<file path="src/rtl/jk_bank_pkg.sv">
// Shared types and constants for the JK bank write driver: FSM states, {j,k} excitation codes,
// and the width of the attempts counter.
package jk_bank_pkg;

   typedef enum logic [1:0] {
      IDLE   = 2'd0,
      APPLY  = 2'd1,
      CHECK  = 2'd2,
      REPORT = 2'd3
   } state_e;

   // Codes are ordered {j,k}.
   localparam logic [1:0] JK_HOLD = 2'b00;
   localparam logic [1:0] JK_SET  = 2'b10;
   localparam logic [1:0] JK_CLR  = 2'b01;
   localparam logic [1:0] JK_TGL  = 2'b11;

   function automatic int att_width(input int max_retry);
      return $clog2(max_retry + 2);
   endfunction

endpackage

</file>
<file path="src/rtl/jk_bank_driver_if.sv">
// Sequencer-side link to the JK bank driver: target handshake plus done/err/attempts report.
// master = upstream sequencer, slave = driver.
interface jk_bank_driver_if #(
   parameter int WIDTH     = 8,
   parameter int MAX_RETRY = 2
) ();
   import jk_bank_pkg::*;

   localparam int AW = att_width(MAX_RETRY);

   logic             tgt_valid;
   logic [WIDTH-1:0] tgt_data;
   logic             tgt_ready;
   logic             done;
   logic             err;
   logic [AW-1:0]    attempts;

   modport master (output tgt_valid, tgt_data, input tgt_ready, done, err, attempts);
   modport slave  (input tgt_valid, tgt_data, output tgt_ready, done, err, attempts);

endinterface

</file>
<file path="src/rtl/jk_exc_encode.sv">
// Combinational JK excitation: maps current bit q and target bit t to {j,k}, zero latency.
// JK_TOGGLE_FILL_EN selects toggle fill (changed bits j=k=1); otherwise don't-cares resolve to 0.
module jk_exc_encode
   import jk_bank_pkg::*;
#(
   parameter int WIDTH = 8
) (
   input  logic [WIDTH-1:0] q_i,
   input  logic [WIDTH-1:0] t_i,
   output logic [WIDTH-1:0] j_o,
   output logic [WIDTH-1:0] k_o
);

   for (genvar i = 0; i < WIDTH; i++) begin : g_bit
`ifdef JK_TOGGLE_FILL_EN
      assign {j_o[i], k_o[i]} = (q_i[i] ^ t_i[i]) ? JK_TGL : JK_HOLD;
`else
      assign {j_o[i], k_o[i]} = (q_i[i] == t_i[i]) ? JK_HOLD
                              : (t_i[i] ? JK_SET : JK_CLR);
`endif
   end

endmodule

</file>
<file path="src/rtl/jk_bank_driver.sv">
// Write-side controller for a JK flop bank: accept target, drive j/k for one cycle, read back,
// retry up to MAX_RETRY times, pulse done/err. tgt_ready only in IDLE (fill mode: JK_TOGGLE_FILL_EN).
module jk_bank_driver
   import jk_bank_pkg::*;
#(
   parameter int WIDTH     = 8,
   parameter int MAX_RETRY = 2
) (
   input  logic             clk,
   input  logic             reset,
   jk_bank_driver_if.slave  bus,
   input  logic [WIDTH-1:0] q_fb,
   output logic [WIDTH-1:0] j,
   output logic [WIDTH-1:0] k
);

   localparam int            AW       = att_width(MAX_RETRY);
   localparam logic [AW-1:0] ATT_LAST = AW'(MAX_RETRY);
   localparam logic [AW-1:0] ATT_ONE  = AW'(1);

   state_e           state_q, state_d;
   logic [WIDTH-1:0] tgt_q, tgt_d;
   logic [WIDTH-1:0] j_q, j_d, k_q, k_d;
   logic             done_q, done_d, err_q, err_d;
   logic [AW-1:0]    att_q, att_d;

   logic [WIDTH-1:0] enc_t, enc_j, enc_k;

   // First attempt encodes against the incoming word; retries against the captured target.
   assign enc_t = (state_q == IDLE) ? bus.tgt_data : tgt_q;

   jk_exc_encode #(.WIDTH(WIDTH)) u_enc (
      .q_i (q_fb),
      .t_i (enc_t),
      .j_o (enc_j),
      .k_o (enc_k)
   );

   always_comb begin
      state_d = state_q;
      tgt_d   = tgt_q;
      j_d     = '0;
      k_d     = '0;
      done_d  = 1'b0;
      err_d   = 1'b0;
      att_d   = att_q;
      case (state_q)
         IDLE: begin
            if (bus.tgt_valid) begin
               tgt_d   = bus.tgt_data;
               j_d     = enc_j;
               k_d     = enc_k;
               att_d   = ATT_ONE;
               state_d = APPLY;
            end
         end
         APPLY: state_d = CHECK;
         CHECK: begin
            if (q_fb == tgt_q) begin
               done_d  = 1'b1;
               state_d = REPORT;
            end else if (att_q <= ATT_LAST) begin
               j_d     = enc_j;
               k_d     = enc_k;
               att_d   = att_q + ATT_ONE;
               state_d = APPLY;
            end else begin
               err_d   = 1'b1;
               state_d = REPORT;
            end
         end
         REPORT: state_d = IDLE;
         default: state_d = IDLE;
      endcase
   end

   always_ff @(posedge clk or negedge reset) begin
      if (!reset) begin
         state_q <= IDLE;
         tgt_q   <= '0;
         j_q     <= '0;
         k_q     <= '0;
         done_q  <= 1'b0;
         err_q   <= 1'b0;
         att_q   <= '0;
      end else begin
         state_q <= state_d;
         tgt_q   <= tgt_d;
         j_q     <= j_d;
         k_q     <= k_d;
         done_q  <= done_d;
         err_q   <= err_d;
         att_q   <= att_d;
      end
   end

   assign bus.tgt_ready = (state_q == IDLE);
   assign bus.done      = done_q;
   assign bus.err       = err_q;
   assign bus.attempts  = att_q;
   assign j             = j_q;
   assign k             = k_q;

endmodule

</file>
<file path="src/flat_wrapper.sv">
// flat-port wrapper written by rule: the top's interface ports become plain ports
module jk_bank_driver_flat import jk_bank_pkg::*;
#(
   parameter int WIDTH     = 8,
   parameter int MAX_RETRY = 2
)
  (clk, reset, q_fb, j, k, bus_tgt_valid, bus_tgt_data, bus_tgt_ready, bus_done, bus_err, bus_attempts);
  jk_bank_driver_if #(.WIDTH(WIDTH), .MAX_RETRY(MAX_RETRY)) bus_i ();
  input  logic clk;
  input  logic reset;
  input  logic [WIDTH-1:0] q_fb;
  output logic [WIDTH-1:0] j;
  output logic [WIDTH-1:0] k;
  input wire logic [$bits(bus_i.tgt_valid)-1:0] bus_tgt_valid;
  input wire logic [$bits(bus_i.tgt_data)-1:0] bus_tgt_data;
  output wire logic [$bits(bus_i.tgt_ready)-1:0] bus_tgt_ready;
  output wire logic [$bits(bus_i.done)-1:0] bus_done;
  output wire logic [$bits(bus_i.err)-1:0] bus_err;
  output wire logic [$bits(bus_i.attempts)-1:0] bus_attempts;
  assign bus_i.tgt_valid = bus_tgt_valid;
  assign bus_i.tgt_data = bus_tgt_data;
  assign bus_tgt_ready = bus_i.tgt_ready;
  assign bus_done = bus_i.done;
  assign bus_err = bus_i.err;
  assign bus_attempts = bus_i.attempts;
  jk_bank_driver #(.WIDTH(WIDTH), .MAX_RETRY(MAX_RETRY)) u_core (.clk(clk), .reset(reset), .bus(bus_i), .q_fb(q_fb), .j(j), .k(k));
endmodule
</file>
<file path="config.mk">
export PLATFORM = sky130hd
export DESIGN_NAME = jk_bank_driver_flat
export DESIGN_NICKNAME = d
export VERILOG_FILES = /design/src/rtl/jk_bank_pkg.sv /design/src/rtl/jk_bank_driver_if.sv /design/src/rtl/jk_exc_encode.sv /design/src/rtl/jk_bank_driver.sv /design/src/flat_wrapper.sv
export SDC_FILE = /design/constraint.sdc
export NUM_CORES = 1
export LEC_CHECK = 0
export ABC_CLOCK_PERIOD_IN_PS = 1500
export BUFFER_PORTS_ARGS = -buffer_cell sky130_fd_sc_hd__buf_2
export CAP_MARGIN = 25
export CORE_UTILIZATION = 46
export DETAILED_ROUTE_END_ITERATION = 6
export MAX_ROUTING_LAYER = met4
export PLACE_DENSITY = 0.74
export SLEW_MARGIN = 5
export SYNTH_ARGS = -nofsm -noshare
export SYNTH_HDL_FRONTEND = slang
export SYNTH_HIERARCHICAL = 1
export SYNTH_SLANG_ARGS = --single-unit
</file>
<file path="constraint.sdc">
create_clock -name clk -period 1.5 [get_ports clk]
set_input_delay 0.225 -clock clk [delete_from_list [all_inputs] [get_ports clk]]
set_output_delay 0.225 -clock clk [all_outputs]
set_load 0.005 [all_outputs]
</file>
Yosys cells after proc, flatten, opt, wreduce, memory -nomap -nowiden
Index checks and enable logic that the tools add are counted.

cells by class
  reductions and logical operators = 4
  $mul = 0
  divide/modulo/power cells = 0
  eq/ne operators = 15
  multiplexer cells = 37
  shift-type cells = 0
  $add $sub $neg = 1
  bitwise gates (word level) = 0
  order comparisons = 1

operators by type and width
  cell                                                   number
  2-to-1 mux 8 bit                                       7
  2-to-1 mux 2 bit                                       21
  case mux 8 bit (2 select lines)                        2
  equality test 1 bit                                    8
  equality test 8 bit                                    1
  case mux 2 bit (4 select lines)                        1
  2-to-1 mux 1 bit                                       5
  equality test 2 bit, second input constant             2
  inequality test 2 bit, second input constant           2
  case mux 2 bit (2 select lines)                        1
  AND reduction 4 bit                                    1
  adder 2 x 1 -> 2 bit, second input constant            1
  equality test 2 x 1 -> 1 bit, second input constant    1
  less-or-equal comparator 2 bit, second input constant  1
  logical NOT 2 bit                                      1
  inequality test 2 x 1 -> 1 bit, second input constant  1
  AND reduction 2 bit                                    1
  nonzero test 2 bit                                     1

storage, ports and cells
  memories kept = 0
  bits in read-only memories = 0
  memory bits (writable) = 0
  output and inout port bits = 21
  logic and storage cells = 65
  input bits = 19
  latch bits = 0
  register bits = 30

Depth between registers and ports, before layout
Gate-level depths: netlist of run 1.

  depth in word-level cells = 7
  gate-level depth with buffers = 6
  gate-level depth less buffers = 4

Modules after synthesis
The synthesis of run 1 kept the hierarchy.

by module, submodules not included
  module          instances  area an instance (µm²)  seq. area each (µm²)  cells each
  jk_bank_driver  1          1,301.2                 750.7                 96
  jk_exc_encode   1          140.1                   0.0                   16

Worst setup path before layout of run 1
OpenSTA, ideal clock, no wires.

  kind = register to register
  start = reg u_core.state_q[0]
  end = reg u_core.j_q[1], in the netlist u_core/j[1]
  clock period less this slack = 1.506 ns
  arrival time = 1.368 ns
  buffers on the path = 1
  setup slack = -0.006 ns
  setup time = 0.139 ns
  required time = 1.361 ns
  cell stages (with the launch flop) = 6
  cell sequence = dfrtp_1 nor2_1 buf_2 mux2_2 and2b_2 a21boi_1

between the ends
  longest elaborated chain between the ends = 7
  elaborated cells on any way between the ends = 10
  those cells by class = 2 x eq/ne; 7 x mux; 1 x reduce/logical

ends and longest elaborated chain
  item                                                            line                                      RTL
  start: declaration                                              jk_bank_driver.sv:21                      state_e state_q, state_d;
  start signal: assignment                                        jk_bank_driver.sv:87                      state_q <= state_d;
  logical NOT 2 bit (*)                                           n/a
  net bus_tgt_ready                                               flat_wrapper.sv:16                        output wire logic [$bits(bus_i.tgt_ready)-1:0] bus_tgt_ready;
  2-to-1 mux 8 bit (*)                                            jk_bank_driver.sv:30                      assign enc_t = (state_q == IDLE) ? bus.tgt_data : tgt_q;
  net u_core.enc_t[1]                                             jk_bank_driver.sv:27                      logic [WIDTH-1:0] enc_t, enc_j, enc_k;
  2-to-1 mux 2 bit / equality test 1 bit (equally long branches)  jk_exc_encode.sv:19, jk_exc_encode.sv:18
  2-to-1 mux 2 bit (*)                                            jk_exc_encode.sv:18                       assign {j_o[i], k_o[i]} = (q_i[i] == t_i[i]) ? JK_HOLD
  net u_core.enc_j[1]                                             jk_bank_driver.sv:27
  2-to-1 mux 8 bit                                                jk_bank_driver.sv:62                      end else if (att_q <= ATT_LAST) begin
  2-to-1 mux 8 bit                                                jk_bank_driver.sv:59                      if (q_fb == tgt_q) begin
  case mux 8 bit (2 select lines) (*)                             jk_bank_driver.sv:47                      case (state_q)
  net u_core.j_d[1]                                               jk_bank_driver.sv:23                      logic [WIDTH-1:0] j_q, j_d, k_q, k_d;
  end signal: assignment                                          jk_bank_driver.sv:89                      j_q <= j_d;
  end: declaration                                                jk_bank_driver.sv:23

Mark *: on every way through the listed nets, which the timed path passes. The rest lies on a longest branch.
A chain may end at the register's enable or synchronous reset.

Final worst setup path of run 1
  start = reg u_core.tgt_q[1]
  end = reg u_core.att_q[0], in the netlist u_core/bus.attempts[0]

between the ends
  longest elaborated chain between the ends = 3

ends and longest elaborated chain
  item                                    line                  RTL
  start: declaration                      jk_bank_driver.sv:22  logic [WIDTH-1:0] tgt_q, tgt_d;
  start signal: assignment                jk_bank_driver.sv:88  tgt_q <= tgt_d;
  equality test 8 bit                     jk_bank_driver.sv:59
  inequality test 2 bit (no source line)  n/a
  AND reduction 4 bit (no source line)    n/a
  end signal: assignment                  jk_bank_driver.sv:93  att_q <= att_d;
  end: declaration                        jk_bank_driver.sv:25  logic [AW-1:0] att_q, att_d;

No other way between the ends.

==> results.md, run 1 <==
- Run status: finished, violations left
- Violated checks: DRC, setup timing
- DRC Markers: 5
- Number of global-route vias before repair: 1043
- Crit start category: flop
- Worst path required time: 1.74 ns
- Seq pwr share: 34.7%
- Mapped Area: 1440 µm²
- Grt ovf: 0
- Tmin final: 1.51 ns
- Port-buffer cells: 39
- Pint: 2450 µW
- Most common cell after layout, fill and taps aside: buf_2
- Sw Pwr: 1140 µW
- Switching share of power: 31.8%
- GRT Total Usage: 18.4%
- Initial antenna violation count: 0
- Slew headroom: 55.7%
- Endpoints failing hold: 0
- Clock-pin slew on the worst setup and hold paths: 0.10 ns
- Worst Setup End Kind: flop
- Pin count of the biggest net entering global routing: 31
- Core area: 2850 µm²
- Drt wl/cell: 13.2 µm
- Register area: 751 µm²
- Mapped Cells: 112
- Iter 0 DRT Violations: 18
- Most frequent cells in the layout: buf_2 (39), dfrtp_1 (30), and2b_2 (16)
- Power Density: 1890 nW/µm²
- Multi-input combinational cell area: 683 µm²
- RSZ-0062 raised after global routing: yes
- Final WL: 2.68 mm
- Clock power frac: 17.4%
- Ant. Diodes: 0
- Arrival @ worst endpoint: 1.75 ns
- Worst setup path class: reg2reg
- Final critical-path setup slack: -0.0132 ns
- Number of fill cells: 230
- Max Root-Sink Buffers: 2
- DIE HEIGHT: 58.0 µm
- Total power draw: 3590 µW
- Worst-path fanout max: 5
- WHS: 0.144 ns
- Detailed Routing Iterations Pass 1: 6
- Leakage power: 0.000988 µW
- Max-Cap Viols: 0
- Synthesis-to-layout area growth: 31.8%
- Ys Warns: 6
- VDD IR max: 1160 µV
- Post-synthesis sequential area ratio: 52.1%
- Count of cell types in the netlist: 22
- Nets: 190
- H-tree depth: 2
- Tightest Pin Transition: 0.665 ns
- Fin. max-slew vios: 0
- Mean number of vias per cell: 5.11
- Tcrit/Tclk final: 101%
- FF+latch count, synth: 30
- Vias post-DR: 1032
- RePlAce Congestion: 0.790
- Cell area after layout: 1900 µm²
- Die Footprint: 3360 µm²
- First-pass GRT wire length: 4.46 mm
- Combinational Power Share: 47.9%
- Starting Density: 50.5%
- Dpl ws: -0.0508 ns
- Layout cells sized above 1: 60.2%
- Syn_nets: 132
- Site row count: 19
- Ports: 40
- Mean Syn Cell Area: 12.9 µm²
- CTS tree: yes
- Antenna Nets Post-Route: 0
- Clk Latency, worst-skew pair: 0.32 ns
- Clk sinks: 30
- Achievable Freq: 0.661 GHz
- Setup Viol. Count Final: 1
- Clock Skew: 0.00782 ns
- Root Driver: clkbuf_4
- Min-Delay Path Class: in2reg
- Die X: 58.0 µm
- Area after DPL: 1730 µm²
- Detailed Place HPWL: 1.95 mm
- TritonCTS buffer count: 5
[final cells by class]
cell class / instances / share of cell area (%)
Clock buffer: 5 / 1.98
Clock inverter: 3 / 2.11
Multi-Input combinational cell: 77 / 36.0
Sequential cell: 30 / 39.5
Tap cell: 31 / 2.04
Timing Repair Buffer: 56 / 18.4
[logic make-up after synthesis]
group           count (synthesis)  synth area share [%]
simple gates                   30                  15.3
flops                          30                  52.1
compound gates                 20                  10.2
mux                            18                  13.9
xor+xnor                        8                  4.86
buf+inv                         5                  2.78
fa+ha+maj                       1                 0.868
[worst max-delay path, cell delays in order (launching register included)]
cell and delay, ns:
dfrtp_1 0.41, xor2_1 0.16, nor4_2 0.30, a211o_1 0.22, buf_6 0.13, mux2i_1 0.21
[state kept, by name (all words and copies together), names as in the netlist]
register	flops
u_core/j	8
u_core/bus.done	1
u_core/bus.err	1
u_core/state_q	2
u_core/bus.attempts	2
u_core/k	8
u_core/tgt_q	8
[power groups by stage]
stage          Clock [µW]  Combinational [µW]  Sequential [µW]
2_1_floorplan           0                1000             1260
3_3_place_gp            0                1490             1240
3_5_place_dp            0                1530             1260
4_1_cts               643                1640             1240
5_1_grt               677                1870             1280
6_report              626                1720             1250
[metrics by stage]
| step | util (%) | TNS (ns) | std cells |
|---|---|---|---|
| global placement | 60.7 | 0 | 188 |
| finish | 66.6 | -0.0132 | 202 |
| floorplan | - | 0 | 112 |
| detailed placement | 60.7 | -0.201 | 188 |
| CTS | 65.4 | -0.00128 | 202 |
| global route | 66.6 | -0.821 | 202 |
[synthesized netlist by cell type (all sizes together)]
master  number  area, µm²
a21boi      16        124
dfrtp       30        751
o21ai        1       5.00
nand2b       2       12.5
a211o        1       8.76
mux2        16        180
and3         1       6.26
a21oi        2       10.0
nor2b        1       6.26
nor4         2       25.0
and2b       16        140
clkbuf       1       3.75
mux2i        2       20.0
ha           1       12.5
nor2         4       15.0
xor2         8       70.1
nand2        4       15.0
buf          4       36.3
[per-layer routing]
metal / track usage [%] / share of wire, % / vias to the layer above
li1: - / - / 497
met1: 20.9 / 44 / 496
met2: 30.4 / 49 / 35
met3: 6.47 / 5.2 / 4
met4: 6.12 / 0.79 / 0
met5: - / 0 / -
[final timing paths]
path	end	start	slack [ns]	cells after the start
min	u_core/tgt_q[2]	bus_tgt_data[2]	0.14	2
max reg2reg	u_core/bus.attempts[0]	u_core/tgt_q[1]	-0.01	5
min reg2reg	u_core/bus.attempts[0]	u_core/bus.attempts[0]	0.56	1
max	u_core/bus.attempts[0]	u_core/tgt_q[1]	-0.01	5
min in group asynchronous	u_core/k[7]	reset	0.46	2
max in group asynchronous	u_core/j[2]	reset	0.61	2
[timing repair]
item                                   in CTS  in global routing
buffers inserted                            5                  0
resized for setup                           3                 12
setup endpoints to repair                  16                 19
endpoints found under the hold margin      30                  0
hold buffers                                1                  0
pin swaps                                   5                  2
No activity file was read; power rests on OpenSTA's default activity.
==> run 2, diff against run 1 <==
CORE_UTILIZATION = 45   (was 46)
RECOVER_POWER = 25   (was not set)
SYNTH_HIERARCHICAL = not set   (was 1)
==> results.md, run 2 <==
- Run status: finished, violations left
- Violated checks: setup timing
- VDD IR max: 1180 µV
- Vias post-DR: 992
- Max Root-Sink Buffers: 2
- Crit start category: flop
- Tmin final: 1.60 ns
- Site row count: 19
- Clk sinks: 30
- Setup Viol. Count Final: 18
- Starting Density: 47.5%
- Endpoints failing hold: 0
- Xor/xnor share of the synthesized area: 5.40%
- Tcrit/Tclk final: 107%
- Most frequent cells in the layout: buf_2 (38), dfrtp_1 (30), buf_4 (16)
- Tightest Pin Transition: 0.711 ns
- Clock Skew: 0.00548 ns
- Total power draw: 3270 µW
- Min-Delay Path Class: in2reg
- Nets: 185
- Most frequent cell after synthesis: dfrtp_1
- Ports: 40
- Syn_nets: 124
- Cell area after layout: 1740 µm²
- Count of cell types in the netlist: 19
- Iter 0 DRT Violations: 21
- Worst-path fanout max: 16
- Mean Syn Cell Area: 12.5 µm²
- H-tree depth: 2
- R2R cell count: 5
- Post-synth ARST share: 100%
- Ant. Diodes: 0
- Synth cell count leaders: dfrtp_1 (30), nand2_1 (12), a21oi_1 (10), mux2i_1 (10)
- Multi-input combinational cell area: 524 µm²
- Initial antenna violation count: 0
- Ys Warns: 0
- Slew headroom: 52.6%
- R2R setup slack: -0.10 ns
- Main combinational cell family by area after synthesis: multiplexers
- Achievable Freq: 0.623 GHz
- FF+latch count, synth: 30
- Final critical-path setup slack: -0.104 ns
- Hold depth: 2
- Leading area contributor after synthesis: dfrtp_1
- Number of fill cells: 216
- CTS tree: yes
- Die X: 55.7 µm
- Detailed Place HPWL: 1.94 mm
- Layout cells sized above 1: 47.0%
- Post-synthesis sequential area ratio: 57.9%
- DIE HEIGHT: 55.7 µm
- Simple-gate share of the synthesized area: 8.49%
- Root Driver: clkbuf_4
- Post-synth top area share: 57.9%
- Detailed Routing Iterations Pass 1: 4
- DRC Markers: 0
- Top cells by area, synth: dfrtp_1 (58%), mux2i_1 (7.7%), mux2_2 (6.9%), xor2_1 (5.4%), a211oi_1 (4.6%)
- Die Footprint: 3100 µm²
- Synth Flop Type: dfrtp_1
- Mux contribution to synthesized area: 14.7%
- RePlAce Congestion: 0.835
- WHS: 0.0895 ns
- Dpl ws: -0.156 ns
- GRT Total Usage: 20.0%
- Pin count of the biggest net entering global routing: 31
- First-pass GRT wire length: 4.53 mm
- Most common cell after layout, fill and taps aside: buf_2
- Grt ovf: 0
- Worst setup path class: reg2reg
- Leakage power: 0.000913 µW
- Number of enable flip-flop cells after synthesis: 0
- Max-Cap Viols: 0
- Mean number of vias per cell: 5.04
- Fin. max-slew vios: 0
- Area after DPL: 1630 µm²
- Post-synthesis compound-gate area fraction: 9.55%
- RSZ-0062 raised after global routing: yes
- Power Density: 1870 nW/µm²
- Adder-cell share of the synthesized area: 0.964%
- Clock-pin slew on the worst setup and hold paths: 0.09 ns
- Antenna Nets Post-Route: 0
- Final WL: 2.71 mm
- Arrival @ worst endpoint: 1.85 ns
- Register area: 751 µm²
- Drt wl/cell: 13.8 µm
- Layout Utilization: 63.7%
- Mapped Area: 1300 µm²
- Number of global-route vias before repair: 993
- TritonCTS buffer count: 5
- Mapped Cells: 104
- Port-buffer cells: 39
- Worst path required time: 1.74 ns
- Synthesis-to-layout area growth: 34.2%
- Clk Latency, worst-skew pair: 0.32 ns
- Core area: 2730 µm²
- Worst Setup End Kind: flop
-- run 2: metrics by stage --
step | TNS [ns] | cells
floorplan | -0.00632 | 104
global placement | -0.670 | 186
detailed placement | -1.34 | 186
CTS | -0.688 | 196
global route | -2.05 | 197
finish | -0.869 | 197
-- run 2: cells by family (layout without fill, tap and decap cells) --
family	after synthesis	after routing
flip-flops	30	30
AND/OR/NAND/NOR	22	22
AO/OA/AOI/OAI	20	20
multiplexers	18	18
XOR/XNOR	8	8
buffers and inverters	5	67
adder cells (fa/ha/maj)	1	1
-- run 2: area by class of cell --
class	count	area share (%)
Sequential cell	30	43.1
Clock buffer	7	3.16
Tap cell	31	2.23
Clock inverter	1	0.287
Multi-Input combinational cell	69	30.1
Timing Repair Buffer	59	21.1
-- run 2: worst paths after layout --
check / end / startpoint
setup reg to reg: u_core.bus.attempts[0] / u_core.tgt_q[1]
setup / recovery: u_core.bus.attempts[0] / u_core.tgt_q[1]
max in group asynchronous: u_core.tgt_q[7] / reset
min in group asynchronous: u_core.bus.attempts[0] / reset
hold / removal: u_core.j[7] / q_fb[7]
hold reg to reg: u_core.tgt_q[4] / u_core.tgt_q[4]
-- run 2: report_power, final --
group          total, µW  internal [µW]  switching, µW
registers           1260           1080            182
logic               1510            806            708
clock network        488            227            261
total               3270           2110           1150
-- run 2: routing by layer --
layer | wire length [µm] | track usage (%)
met5 | 0 | -
met4 | 13 | 6.43
met3 | 104 | 6.28
met2 | 1380 | 32.0
met1 | 1220 | 24.3
-- run 2: timing repair --
| item | CTS | global route |
|---|---|---|
| setup buffers | 1 | 1 |
| pin swaps | 2 | 2 |
| endpoints found under the setup margin | 19 | 19 |
| resized for setup | 2 | 4 |
| hold endpoints to repair | 30 | 0 |
| hold buffers | 1 | 0 |
-- run 2: critical path, cell delays in order (launching register included) --
cell	delay (ns)
dfrtp_1	0.41
xor2_1	0.16
nor4_2	0.34
a211o_1	0.25
buf_12	0.16
mux2i_1	0.21
